--- src/rtl/gumnut_io_ports.sv ---
// Gumnut port-bus I/O controller: registered output channels, synchronised
// input channels with change-detect interrupts, cyc/stb/ack handshake.
module gumnut_io_ports #(
  parameter int unsigned        DATA_W      = 8,
  parameter int unsigned        ADDR_W      = 8,
  parameter int unsigned        N_OUT       = 4,
  parameter int unsigned        N_IN        = 4,
  parameter int unsigned        SYNC_STAGES = 2,
  parameter logic [DATA_W-1:0]  OUT_RST     = '0
) (
  input  logic                     clk_i,
  input  logic                     rst_ni,
  input  logic                     port_cyc_i,
  input  logic                     port_stb_i,
  input  logic                     port_we_i,
  input  logic [ADDR_W-1:0]        port_adr_i,
  input  logic [DATA_W-1:0]        port_dat_i,
  output logic [DATA_W-1:0]        port_dat_o,
  output logic                     port_ack_o,
  input  logic [N_IN*DATA_W-1:0]   pins_i,
  output logic [N_OUT*DATA_W-1:0]  pins_o,
  output logic [N_OUT-1:0]         wr_pulse_o,
  output logic                     int_req_o
);

  localparam int unsigned MASK_A  = N_OUT + N_IN;
  localparam int unsigned PEND_A  = N_OUT + N_IN + 1;
  localparam int unsigned PRIME_N = SYNC_STAGES + 1;
  localparam int unsigned CNT_W   = $clog2(PRIME_N + 1);

  if (N_IN > DATA_W) begin : g_chk_in
    $error("N_IN must not exceed DATA_W");
  end
  if ((ADDR_W < 31) && ((N_OUT + N_IN + 2) > (32'd1 << ADDR_W))) begin : g_chk_addr
    $error("address map does not fit in ADDR_W");
  end

  typedef enum logic [0:0] {
    ST_IDLE = 1'b0,
    ST_ACK  = 1'b1
  } state_e;

  state_e                    state_q, state_d;
  logic                      ack_q, ack_d;
  logic [DATA_W-1:0]         dat_q, dat_d;
  logic [N_OUT*DATA_W-1:0]   out_q, out_d;
  logic [N_OUT-1:0]          wr_q, wr_d;
  logic [N_IN-1:0]           mask_q, mask_d;
  logic [N_IN-1:0]           pend_q, pend_d;
  logic                      int_q, int_d;
  logic [CNT_W-1:0]          prime_q, prime_d;
  logic [N_IN*DATA_W-1:0]    sync_q [SYNC_STAGES];
  logic [N_IN*DATA_W-1:0]    prev_q;
  logic [N_IN*DATA_W-1:0]    synced_s;
  logic [N_IN-1:0]           change_s;
  logic [N_IN-1:0]           clr_s;
  logic [DATA_W-1:0]         rd_s;
  logic                      primed_s;

  assign synced_s = sync_q[SYNC_STAGES-1];

  // Change detection, held off until the synchroniser pipeline has filled.
  always_comb begin
    primed_s = (prime_q == CNT_W'(PRIME_N));
    prime_d  = primed_s ? prime_q : (prime_q + CNT_W'(1));
    change_s = '0;
    for (int k = 0; k < N_IN; k++) begin
      change_s[k] = primed_s && (synced_s[k*DATA_W +: DATA_W] != prev_q[k*DATA_W +: DATA_W]);
    end
  end

  // Read-data multiplexer over the address map; unmapped addresses read 0.
  always_comb begin
    rd_s = '0;
    for (int k = 0; k < N_OUT; k++) begin
      if (port_adr_i == ADDR_W'(k)) rd_s = out_q[k*DATA_W +: DATA_W];
    end
    for (int k = 0; k < N_IN; k++) begin
      if (port_adr_i == ADDR_W'(N_OUT + k)) rd_s = synced_s[k*DATA_W +: DATA_W];
    end
    if (port_adr_i == ADDR_W'(MASK_A)) begin
      rd_s = DATA_W'(mask_q);
    end else if (port_adr_i == ADDR_W'(PEND_A)) begin
      rd_s = DATA_W'(pend_q);
    end else begin
      rd_s = rd_s;
    end
  end

  // Handshake FSM and register-file next state.
  always_comb begin
    state_d = state_q;
    ack_d   = 1'b0;
    dat_d   = dat_q;
    out_d   = out_q;
    wr_d    = '0;
    mask_d  = mask_q;
    clr_s   = '0;
    int_d   = |(pend_q & mask_q);
    case (state_q)
      ST_IDLE: begin
        if (port_cyc_i && port_stb_i) begin
          state_d = ST_ACK;
          ack_d   = 1'b1;
          if (port_we_i) begin
            for (int k = 0; k < N_OUT; k++) begin
              if (port_adr_i == ADDR_W'(k)) begin
                out_d[k*DATA_W +: DATA_W] = port_dat_i;
                wr_d[k]                   = 1'b1;
              end
            end
            if (port_adr_i == ADDR_W'(MASK_A)) begin
              mask_d = port_dat_i[N_IN-1:0];
            end else if (port_adr_i == ADDR_W'(PEND_A)) begin
              clr_s = port_dat_i[N_IN-1:0];
            end else begin
              clr_s = '0;
            end
          end else begin
            dat_d = rd_s;
          end
        end else begin
          state_d = ST_IDLE;
        end
      end
      ST_ACK:  state_d = ST_IDLE;
      default: state_d = ST_IDLE;
    endcase
    // A new change on the clearing edge keeps the bit set.
    pend_d = (pend_q & ~clr_s) | change_s;
  end

  // Bus, output and interrupt state.
  always_ff @(posedge clk_i) begin
    if (!rst_ni) begin
      state_q <= ST_IDLE;
      ack_q   <= 1'b0;
      dat_q   <= '0;
      out_q   <= {N_OUT{OUT_RST}};
      wr_q    <= '0;
      mask_q  <= '0;
      pend_q  <= '0;
      int_q   <= 1'b0;
      prime_q <= '0;
    end else begin
      state_q <= state_d;
      ack_q   <= ack_d;
      dat_q   <= dat_d;
      out_q   <= out_d;
      wr_q    <= wr_d;
      mask_q  <= mask_d;
      pend_q  <= pend_d;
      int_q   <= int_d;
      prime_q <= prime_d;
    end
  end

  // Input synchroniser chain and previous-value compare register.
  always_ff @(posedge clk_i) begin
    if (!rst_ni) begin
      for (int i = 0; i < SYNC_STAGES; i++) sync_q[i] <= '0;
      prev_q <= '0;
    end else begin
      sync_q[0] <= pins_i;
      for (int i = 1; i < SYNC_STAGES; i++) sync_q[i] <= sync_q[i-1];
      prev_q <= synced_s;
    end
  end

  assign port_ack_o = ack_q;
  assign port_dat_o = dat_q;
  assign pins_o     = out_q;
  assign wr_pulse_o = wr_q;
  assign int_req_o  = int_q;

endmodule
--- config.mk ---
export PLATFORM = sky130hd
export DESIGN_NAME = gumnut_io_ports
export DESIGN_NICKNAME = d
export VERILOG_FILES = /design/src/rtl/gumnut_io_ports.sv
export SDC_FILE = /design/constraint.sdc
export NUM_CORES = 1
export LEC_CHECK = 0
export ABC_CLOCK_PERIOD_IN_PS = 2300
export CORE_UTILIZATION = 55
export CTS_BUF_LIST = sky130_fd_sc_hd__clkbuf_8
export CTS_CLUSTER_SIZE = 12
export DETAILED_ROUTE_END_ITERATION = 12
export PLACE_DENSITY = 0.82
export SYNTH_ARGS = -nofsm -noshare
export SYNTH_HDL_FRONTEND = slang
export SYNTH_SLANG_ARGS = --single-unit
--- constraint.sdc ---
create_clock -name clk_i -period 2.3 [get_ports clk_i]
set_input_delay 0.345 -clock clk_i [delete_from_list [all_inputs] [get_ports clk_i]]
set_output_delay 0.345 -clock clk_i [all_outputs]
set_load 0.02 [all_outputs]
==> impl_metrics.csv, run 1 <==
group,metric,value,unit
run_status,outcome,"finished, final reports clean",
final_layout,diodes,0,
critical_path,setup.reg_to_reg.worst_slack,0.55,ns
routing,post_drt_wl_per_cell,16.05,um
yosys,synth.distinct_cells,48,
floorplan,rows,37,
floorplan,initial_utilization,56.38,%
yosys,syn-num-nets,647,
timing,tightest_slew,0.6392,ns
critical_path,cpMaxStageDelayCell,"or4_4",
yosys,yosysTopAreaCellShare,52.75,%
routing,drt_wl_total,13900,um
routing,drc,0,
yosys,synth_warnings,0,
critical_path,rr_endpoint,"pins_o[11]$_SDFFE_PN0P_",
clocking,clkTransAtPathRegs,0.08,ns
timing,hold_violations,0,
clocking,numClockSinks,152,
power_and_ir_drop,power_density,709.2,nW/um^2
final_layout,final_nets,771,
routing,vias_per_cell,5.383,
clocking,postCtsResizedCells,0,
critical_path,critPathLaunchType,"input pin",
power_and_ir_drop,power.leakage,2.978,nW
yosys,yosysTopAreaCell,"dfxtp_1",
yosys,synth_enable_flop_cells,0,
floorplan,pin_count,99,
critical_path,reg2reg_from,"state_q$_SDFF_PP0_",
final_layout,drive_gt1_share,11.92,%
clocking,clockBufferDepth,2,
timing,fin_setup_tns,0,ns
placed_design,portBuffers,98,
clocking,root_buffer,"clkbuf_8",
global_routing,grt_pass1_vias,4606,
critical_path,path_cells,"clkdlybuf4s50_1, or4_4, nor4b_4, buf_4, nand2_1, nand2_1, a21oi_1",
routing,detail-route-antenna-nets,0,
power_and_ir_drop,vdd_drop_max,0.5214,mV
worst_hold_path,min_path_cells,3,
floorplan,die_h,104.4,um
global_routing,grt.overflow.total,0,
yosys,synth.most_common_cell,"dfxtp_1",
yosys,ys.flop_type,"dfxtp_1",
critical_path,crit_required,2.62,ns
critical_path,cp.arrival,2.39,ns
worst_hold_path,min_from,"rst_ni",
critical_path,crit_path_end_kind,"flip-flop",
run,max_cap_viol_count,0,
routing,drtIter0Drc,247,
floorplan,core_region_area,10230,um^2
yosys,synth-seq-area-share,52.75,%
yosys,syn_area,5768,um^2
timing,fmax,0.4844,GHz
final_layout,final_util,73.60,%
clocking,cts-buffers-inserted,17,
clocking,htree_levels,4,
yosys,synth_seq_cells,152,
clocking,clock_latency,0.44,ns
power_and_ir_drop,p_total,0.005340,W
critical_path,crit_type,"input pin to flip-flop",
placed_design,gp_congestion,0.8651,
global_routing,grt_max_degree,100,
timing,rsz0062_at_grt,"false",
yosys,ys_top_cells_by_area,"dfxtp_1 53%, and2_1 10%, xnor2_1 4.9%",
worst_hold_path,hold_path_class,"input pin to flip-flop",
floorplan,die-area,10900,um^2
final_layout,area_delta_synth_final,30.54,%
timing,clock_skew,0.01108,ns
timing,relSlewSlack,57.39,%
global_routing,antenna_found_initial,0,
global_routing,grt_usage,26.57,%
worst_hold_path,hold-path-endpoint,"port_dat_o[1]$_SDFFE_PN0P_",
critical_path,path_common_cell,"nand2_1",
clocking,cts_setup_buffers,0,
global_routing,grt_pass1_wl,22560,um
clocking,tritoncts,"yes",
placed_design,dp_hpwl,10130,um
critical_path,critPathMaxFanout,11,
yosys,syn_avg_cell_area,9.727,um^2
clocking,hold_buffers,0,
routing,dr.pass1.iters,6,
yosys,synth_top_cells_by_count,"152 x dfxtp_1, 96 x and2_1, 42 x nor2_1, 40 x a21oi_1, 34 x nand2_1",
timing,holdWs,0.2114,ns
timing,fin_crit_sh,89.76,%
yosys,synthArstFlopShare,0,%
routing,vias,4662,
timing,report.final.setup_viol,0,
timing,fin_crit,2.065,ns
timing,drv_slew,0,
critical_path,rr_worst_depth,6,
critical_path,slowest_delay,0.63,ns
yosys,postSynthCellCount,593,
floorplan,die_w,104.4,um
## kinds of logic after synthesis
logic type / after synthesis / share of synthesized area [%]
adder cells (fa/ha/maj): 1 / 0.2169
XOR/XNOR: 33 / 5.011
multiplexers: 32 / 6.247
AO/OA/AOI/OAI: 97 / 10.17
flip-flops: 152 / 52.75
AND/OR/NAND/NOR: 234 / 22.21
buffers and inverters: 44 / 3.384
## state kept, by name (all words and copies together) (netlist names)
signal,cells
pend_q,4
pins_o,32
prev_q,32
mask_q,4
sync_q,64
wr_pulse_o,4
prime_q,2
int_req_o,1
state_q,1
port_dat_o,8
## metrics by stage
stage	setup WS, ns	cells	instance area (um^2)
2_1_floorplan	0.3366	593	5768
3_3_place_gp	-0.1265	834	7103
3_5_place_dp	-0.1939	834	7103
4_1_cts	0.2640	866	7530
5_1_grt	0.1480	866	7530
6_report	0.2355	866	7530
## worst max-delay path: cells and delay by family
kind | cells | cell delay, ns
AND/OR/NAND/NOR | 4 | 1.32
AO/OA/AOI/OAI | 1 | 0.08
buffers and inverters | 2 | 0.65
## report_power, final
part | total, W | leakage [nW] | internal [W] | switching, W
clock network | 0.00213 | 0.217 | 0.00114 | 0.000992
logic | 0.000439 | 1.52 | 0.000234 | 0.000204
registers | 0.00277 | 1.24 | 0.00271 | 0.0000517
## per-layer routing
layer | global-route usage, % | vias up | wire, um
met5 | 0 | - | 0
met4 | 14.08 | 0 | 456
met3 | 6.830 | 36 | 869
met2 | 43.76 | 189 | 6707
met1 | 31.77 | 2177 | 5866
li1 | - | 2260 | -
## layout make-up
| type | count | area, um^2 |
|---|---|---|
| fillers | 754 | 2701 |
| inverters | 8 | 30.03 |
| repair buffers | 141 | 1324 |
| clock buffers | 19 | 261.5 |
| multi-input cells | 397 | 2536 |
| flip-flops and latches | 152 | 3043 |
| well taps | 136 | 170.2 |
| clock inverters | 13 | 165.2 |
## worst max-delay path by stage
stage / from / endpoint / slack [ns] / cells after the start
CTS: port_adr_i[7] / pins_o[1]$_SDFFE_PN0P_ / 0.26 / 7
floorplan: port_adr_i[7] / pins_o[16]$_SDFFE_PN0P_ / 0.34 / 8
global route: port_adr_i[7] / pins_o[9]$_SDFFE_PN0P_ / 0.15 / 7
finish: port_adr_i[7] / pins_o[11]$_SDFFE_PN0P_ / 0.24 / 7
detailed placement: port_adr_i[7] / pins_o[15]$_SDFFE_PN0P_ / -0.19 / 7
global placement: port_adr_i[1] / port_dat_o[3]$_SDFFE_PN0P_ / -0.13 / 7
## placed cells by master (no fill, tap or decap), types with 27 or more instances in the layout
cell and instances:
dfxtp_1 152, clkdlybuf4s50_1 97, and2_1 96, nor2_1 42
buf_4 41, a21oi_1 40, nand2_1 34, xnor2_1 32
mux2i_1 27
(Power assumes the default switching activity.)
==> run 2, diff against run 1 <==
- PLACE_DENSITY: 0.82 -> not set
- PLACE_DENSITY_LB_ADDON: not set -> 0.08
==> run 2 against run 1 <==
Clock-buffer cell count fell by 2. Largest power group unchanged. The flow now finishes with violations (DRC). Global-route usage up 0.68 points. Largest cell class unchanged. Setup slack got worse by 0.028 ns. Combinational power barely moved. First-iteration DRC count rose by 16%. Core utilization hardly changed. Via count is essentially flat. Die area unchanged.
==> impl_metrics.csv, run 2 (synthesis results as in run 1) <==
group,metric,value,unit
run_status,outcome,"finished, violations left",
run_status,violations,"DRC",
critical_path,crit_path_end_kind,"flip-flop",
worst_hold_path,hold-path-endpoint,"port_dat_o[1]$_SDFFE_PN0P_",
critical_path,rr_worst_depth,6,
critical_path,critPathLaunchType,"input pin",
placed_design,portBuffers,98,
clocking,root_buffer,"clkbuf_8",
critical_path,path_common_cell,"nand2_1",
global_routing,grt_pass1_wl,22550,um
placed_design,dp_hpwl,10450,um
critical_path,crit_required,2.63,ns
floorplan,die_w,104.4,um
timing,relSlewSlack,64.60,%
final_layout,register_area,3043,um^2
routing,post_drt_wl_per_cell,16.56,um
critical_path,critPathMaxFanout,11,
floorplan,die_h,104.4,um
worst_hold_path,min_from,"rst_ni",
power_and_ir_drop,p_total,0.005413,W
global_routing,grt_usage,27.24,%
final_layout,final_nets,767,
worst_hold_path,hold_path_class,"input pin to flip-flop",
timing,report.final.setup_viol,0,
critical_path,cpMaxStageDelayCell,"or4_4",
final_layout,diodes,0,
floorplan,pin_count,99,
timing,clock_skew,0.01098,ns
clocking,clock_latency,0.44,ns
power_and_ir_drop,power_density,718.7,nW/um^2
routing,drtIter0Drc,286,
critical_path,crit_type,"input pin to flip-flop",
critical_path,critPathBufInv,2,
timing,hold_violations,0,
placed_design,gp_congestion,0.9257,
run,max_cap_viol_count,0,
global_routing,antenna_found_initial,0,
critical_path,setup.reg_to_reg.worst_slack,0.54,ns
final_layout,largest_register_ffs,64,
timing,fin_crit,2.092,ns
critical_path,cp.arrival,2.42,ns
critical_path,critPathTopFamily,"simple AND/OR/NAND/NOR gates",
timing,fmax,0.4779,GHz
power_and_ir_drop,vdd_drop_max,0.4836,mV
routing,detail-route-antenna-nets,0,
clocking,cts-buffers-inserted,17,
floorplan,rows,37,
global_routing,grt_pass1_vias,4462,
final_layout,drive_gt1_share,11.31,%
routing,drt_wl_total,14260,um
timing,holdWs,0.2146,ns
timing,fin_crit_sh,90.97,%
global_routing,grt.overflow.total,0,
clocking,clkTransAtPathRegs,0.08,ns
routing,vias,4659,
timing,rsz0062_at_grt,"false",
floorplan,die-area,10900,um^2
clocking,hold_buffers,0,
final_layout,top_register,"sync_q",
worst_hold_path,min_path_cells,3,
final_layout,final_cell_mix,"152 x dfxtp_1, 97 x clkdlybuf4s50_1, 96 x and2_1, 42 x nor2_1, 40 x a21oi_1",
routing,vias_per_cell,5.411,
critical_path,rr_endpoint,"pins_o[7]$_SDFFE_PN0P_",
floorplan,initial_utilization,56.38,%
clocking,postCtsResizedCells,0,
power_and_ir_drop,power.leakage,2.964,nW
final_layout,multiInputGateArea,2536,um^2
global_routing,grt_max_degree,69,
clocking,numClockSinks,152,
clocking,cts_setup_buffers,0,
final_layout,mostFrequentLayoutCell,"dfxtp_1",
floorplan,core_region_area,10230,um^2
critical_path,slowest_delay,0.62,ns
final_layout,n_fill_cell,746,
critical_path,path_cells,"clkdlybuf4s50_1, or4_4, nor4b_4, buf_4, nand2_1, nand2_1, a21oi_1",
routing,dr.pass1.iters,9,
final_layout,area_delta_synth_final,30.56,%
routing,drc,2,
clocking,htree_levels,4,
clocking,clockBufferDepth,2,
clocking,tritoncts,"yes",
timing,tightest_slew,0.5254,ns
critical_path,reg2reg_from,"state_q$_SDFF_PP0_",
timing,drv_slew,0,
critical_path,path_depth,7,
==> run 2: worst reg2reg max path, delay by kind of cell (launching register included) <==
family / cells / cell delay [ns]
and+or+nand+nor: 4 / 1.00
DFF: 1 / 0.35
buffers and inverters: 1 / 0.23
AOI/OAI and AO/OA: 1 / 0.07
==> run 2: worst max path at each step <==
| stage | startpoint | end | slack [ns] |
|---|---|---|---|
| 2_1_floorplan | port_adr_i[7] | pins_o[16]$_SDFFE_PN0P_ | 0.34 |
| 3_3_place_gp | port_adr_i[7] | pins_o[6]$_SDFFE_PN0P_ | -0.13 |
| 3_5_place_dp | port_adr_i[7] | pins_o[4]$_SDFFE_PN0P_ | -0.23 |
| 4_1_cts | port_adr_i[7] | pins_o[7]$_SDFFE_PN0P_ | 0.23 |
| 5_1_grt | port_adr_i[7] | pins_o[13]$_SDFFE_PN0P_ | 0.13 |
| 6_report | port_adr_i[7] | pins_o[7]$_SDFFE_PN0P_ | 0.21 |
==> run 2: final cells by class <==
type,instances,share of cell area [%]
Clock buffer,17,3.107
Clock inverter,14,2.642
Inverter,8,0.3987
Multi-Input combinational cell,397,33.68
Sequential cell,152,40.41
Tap cell,136,2.260
Timing Repair Buffer,137,17.51
==> run 2: where the power goes <==
part | internal, W | switching (W) | total, W
Combinational | 0.000235 | 0.000205 | 0.000440
Clock | 0.00119 | 0.00102 | 0.00220
Sequential | 0.00271 | 0.0000541 | 0.00277
==> run 2: through the flow <==
stage	instance area, um^2	util (%)	std cells	TNS [ns]	setup WS [ns]
2_1_floorplan	5768	-	593	0	0.3366
3_3_place_gp	7098	69.38	830	-2.573	-0.1319
3_5_place_dp	7098	69.38	830	-5.560	-0.2309
4_1_cts	7531	73.61	861	0	0.2293
5_1_grt	7531	73.61	861	0	0.1304
6_report	7531	73.61	861	0	0.2077
==> run 2: metal layers <==
layer  up-vias  global-route usage (%)  wire length, um
li1       2251                       -                -
met3        34                   6.704              831
met5         -                       0                0
met1      2184                   33.32             6085
met4         0                   13.47              470
met2       190                   44.70             6871
==> run 3, diff against run 2 <==
- CAP_MARGIN: not set -> 20
==> results of run 3 <==
No change in the layout: final DEF, timing and power equal those of run 2.
==> edit: new RTL, config.mk and constraints of run 3 <==
`N_IN`: 4 -> 6.
--- a/src/rtl/gumnut_io_ports.sv
+++ b/src/rtl/gumnut_io_ports.sv
@@ -4,7 +4,7 @@
   parameter int unsigned        DATA_W      = 8,
   parameter int unsigned        ADDR_W      = 8,
   parameter int unsigned        N_OUT       = 4,
-  parameter int unsigned        N_IN        = 4,
+  parameter int unsigned        N_IN        = 6,
   parameter int unsigned        SYNC_STAGES = 2,
   parameter logic [DATA_W-1:0]  OUT_RST     = '0
 ) (
Ports: changed (resized pins_i); port bits go from 99 to 115. The function was not compared with the original's and may differ.
==> edit against run 3 <==
- register-to-register slack improved by 0.02 ns
- worst setup slack improved by 0.0091 ns
- design area up 28%
- power up 34%
- count of clock-buffer cells in the layout is 23 higher
- wire length grew 22%
- synthesized area up 28%
- sequential cell count grew 52
- via count increased by 22%
- critical endpoint is now port_dat_o[1]$_SDFFE_PN0P_
- largest power group unchanged
==> edit: results (changes against run 3) <==
peak supply drop=0.554 mV (was 0.484 mV); Cell Pwr Density=754 mW/mm2 (was 719 mW/mm2); CP max FO=7 (was 11); Layout clock area frac=0.0681 (was 0.0575); multi-input gate share of total cell area=0.328 (was 0.337); max FFs per register=96 (was 64); first-pass GRT wire length=28200 um (was 22500 um); status=finished clean (was finished with violations); overall routing resource usage=0.257 (was 0.272); DP HPWL=12800 um (was 10400 um); H-tree Lvls=1 (was 4); crit path DAT=2.56 ns (was 2.42 ns); post-synthesis instance total=738 (was 593); Final Net Count=952 (was 767); sequential-to-total area share from yosys stat=0.551 (was 0.528); buffering overhead=0.155 (was 0.175); per-cell routed wire length=16.1 um (was 16.6 um); placement-stage cell area=0.00896 mm2 (was 0.00710 mm2); Final Non-Filler Cells=1083 (was 861); dpl cells=1025 (was 830); Filler cells=985 (was 746); synth unique cells=42 (was 48); Crit path largest cell delay=0.68 ns (was 0.62 ns); Synth area leaders=dfxtp_1, and2_1, xnor2_1 (unchanged); clk_lat worst skew=0.55 ns (was 0.44 ns); vias in the first global route=5717 (was 4462); #MultiIn Comb=487 (was 397); Leakage=3.69 nW (was 2.96 nW); Final Wtd Congestion=0.900 (was 0.926); Clock Skews=0.00720 ns (was 0.0110 ns); first drt pass iteration count=5 (was 9); CLK BUF=40 (was 17)
==> edit: cell count changes after synthesis, moves of 4 or more <==
cell | before | now
dfxtp_1 | 152 | 204
and2_1 | 96 | 144
nand2_1 | 34 | 52
xnor2_1 | 32 | 48
clkbuf_1 | 27 | 38
mux2_2 | 2 | 11
nor2_1 | 42 | 35
nor3_1 | 8 | 1
nand3_1 | 20 | 26
a221oi_1 | 1 | 6
mux2i_1 | 27 | 32
inv_1 | 7 | 3
o221ai_1 | 0 | 4
==> edit: layer usage <==
layer  global-route usage  routed length [um]  vias to the layer above
met5                    0                   0                        -
met4                0.113                 544                        0
met3               0.0407                1000                       48
met2                0.433                8390                      196
met1                0.324                7480                     2681
li1                     -                   -                     2777
==> edit: cell families (layout without fill, tap and decap cells) <==
group | count (synthesis) | count (layout) | synth area share
xor gates and xnor gates | 49 | 49 | 0.0579
DFF | 204 | 204 | 0.551
and+or+nand+nor | 291 | 291 | 0.216
muxes | 45 | 45 | 0.0660
AOI/OAI and AO/OA | 101 | 101 | 0.0831
adders and majority gates | 1 | 1 | 0.00169
buffers and inverters | 47 | 216 | 0.0240
==> edit: final timing paths <==
kind                      startpoint  cells past startpoint  slack (ns)                         end
max                    port_adr_i[7]                      7        0.22  port_dat_o[1]$_SDFFE_PN0P_
min                           rst_ni                      2        0.14    sync_q[0][81]$_SDFF_PN0_
max reg2reg       state_q$_SDFF_PP0_                      6        0.56     pins_o[25]$_SDFFE_PN0P_
min reg2reg  sync_q[0][1]$_SDFF_PN0_                      1        0.43    sync_q[0][49]$_SDFF_PN0_
==> edit: power by group <==
group,switching [mW],internal [mW]
combinational,0.235,0.285
sequential,0.0713,3.66
clock,1.33,1.67
total,1.64,5.61
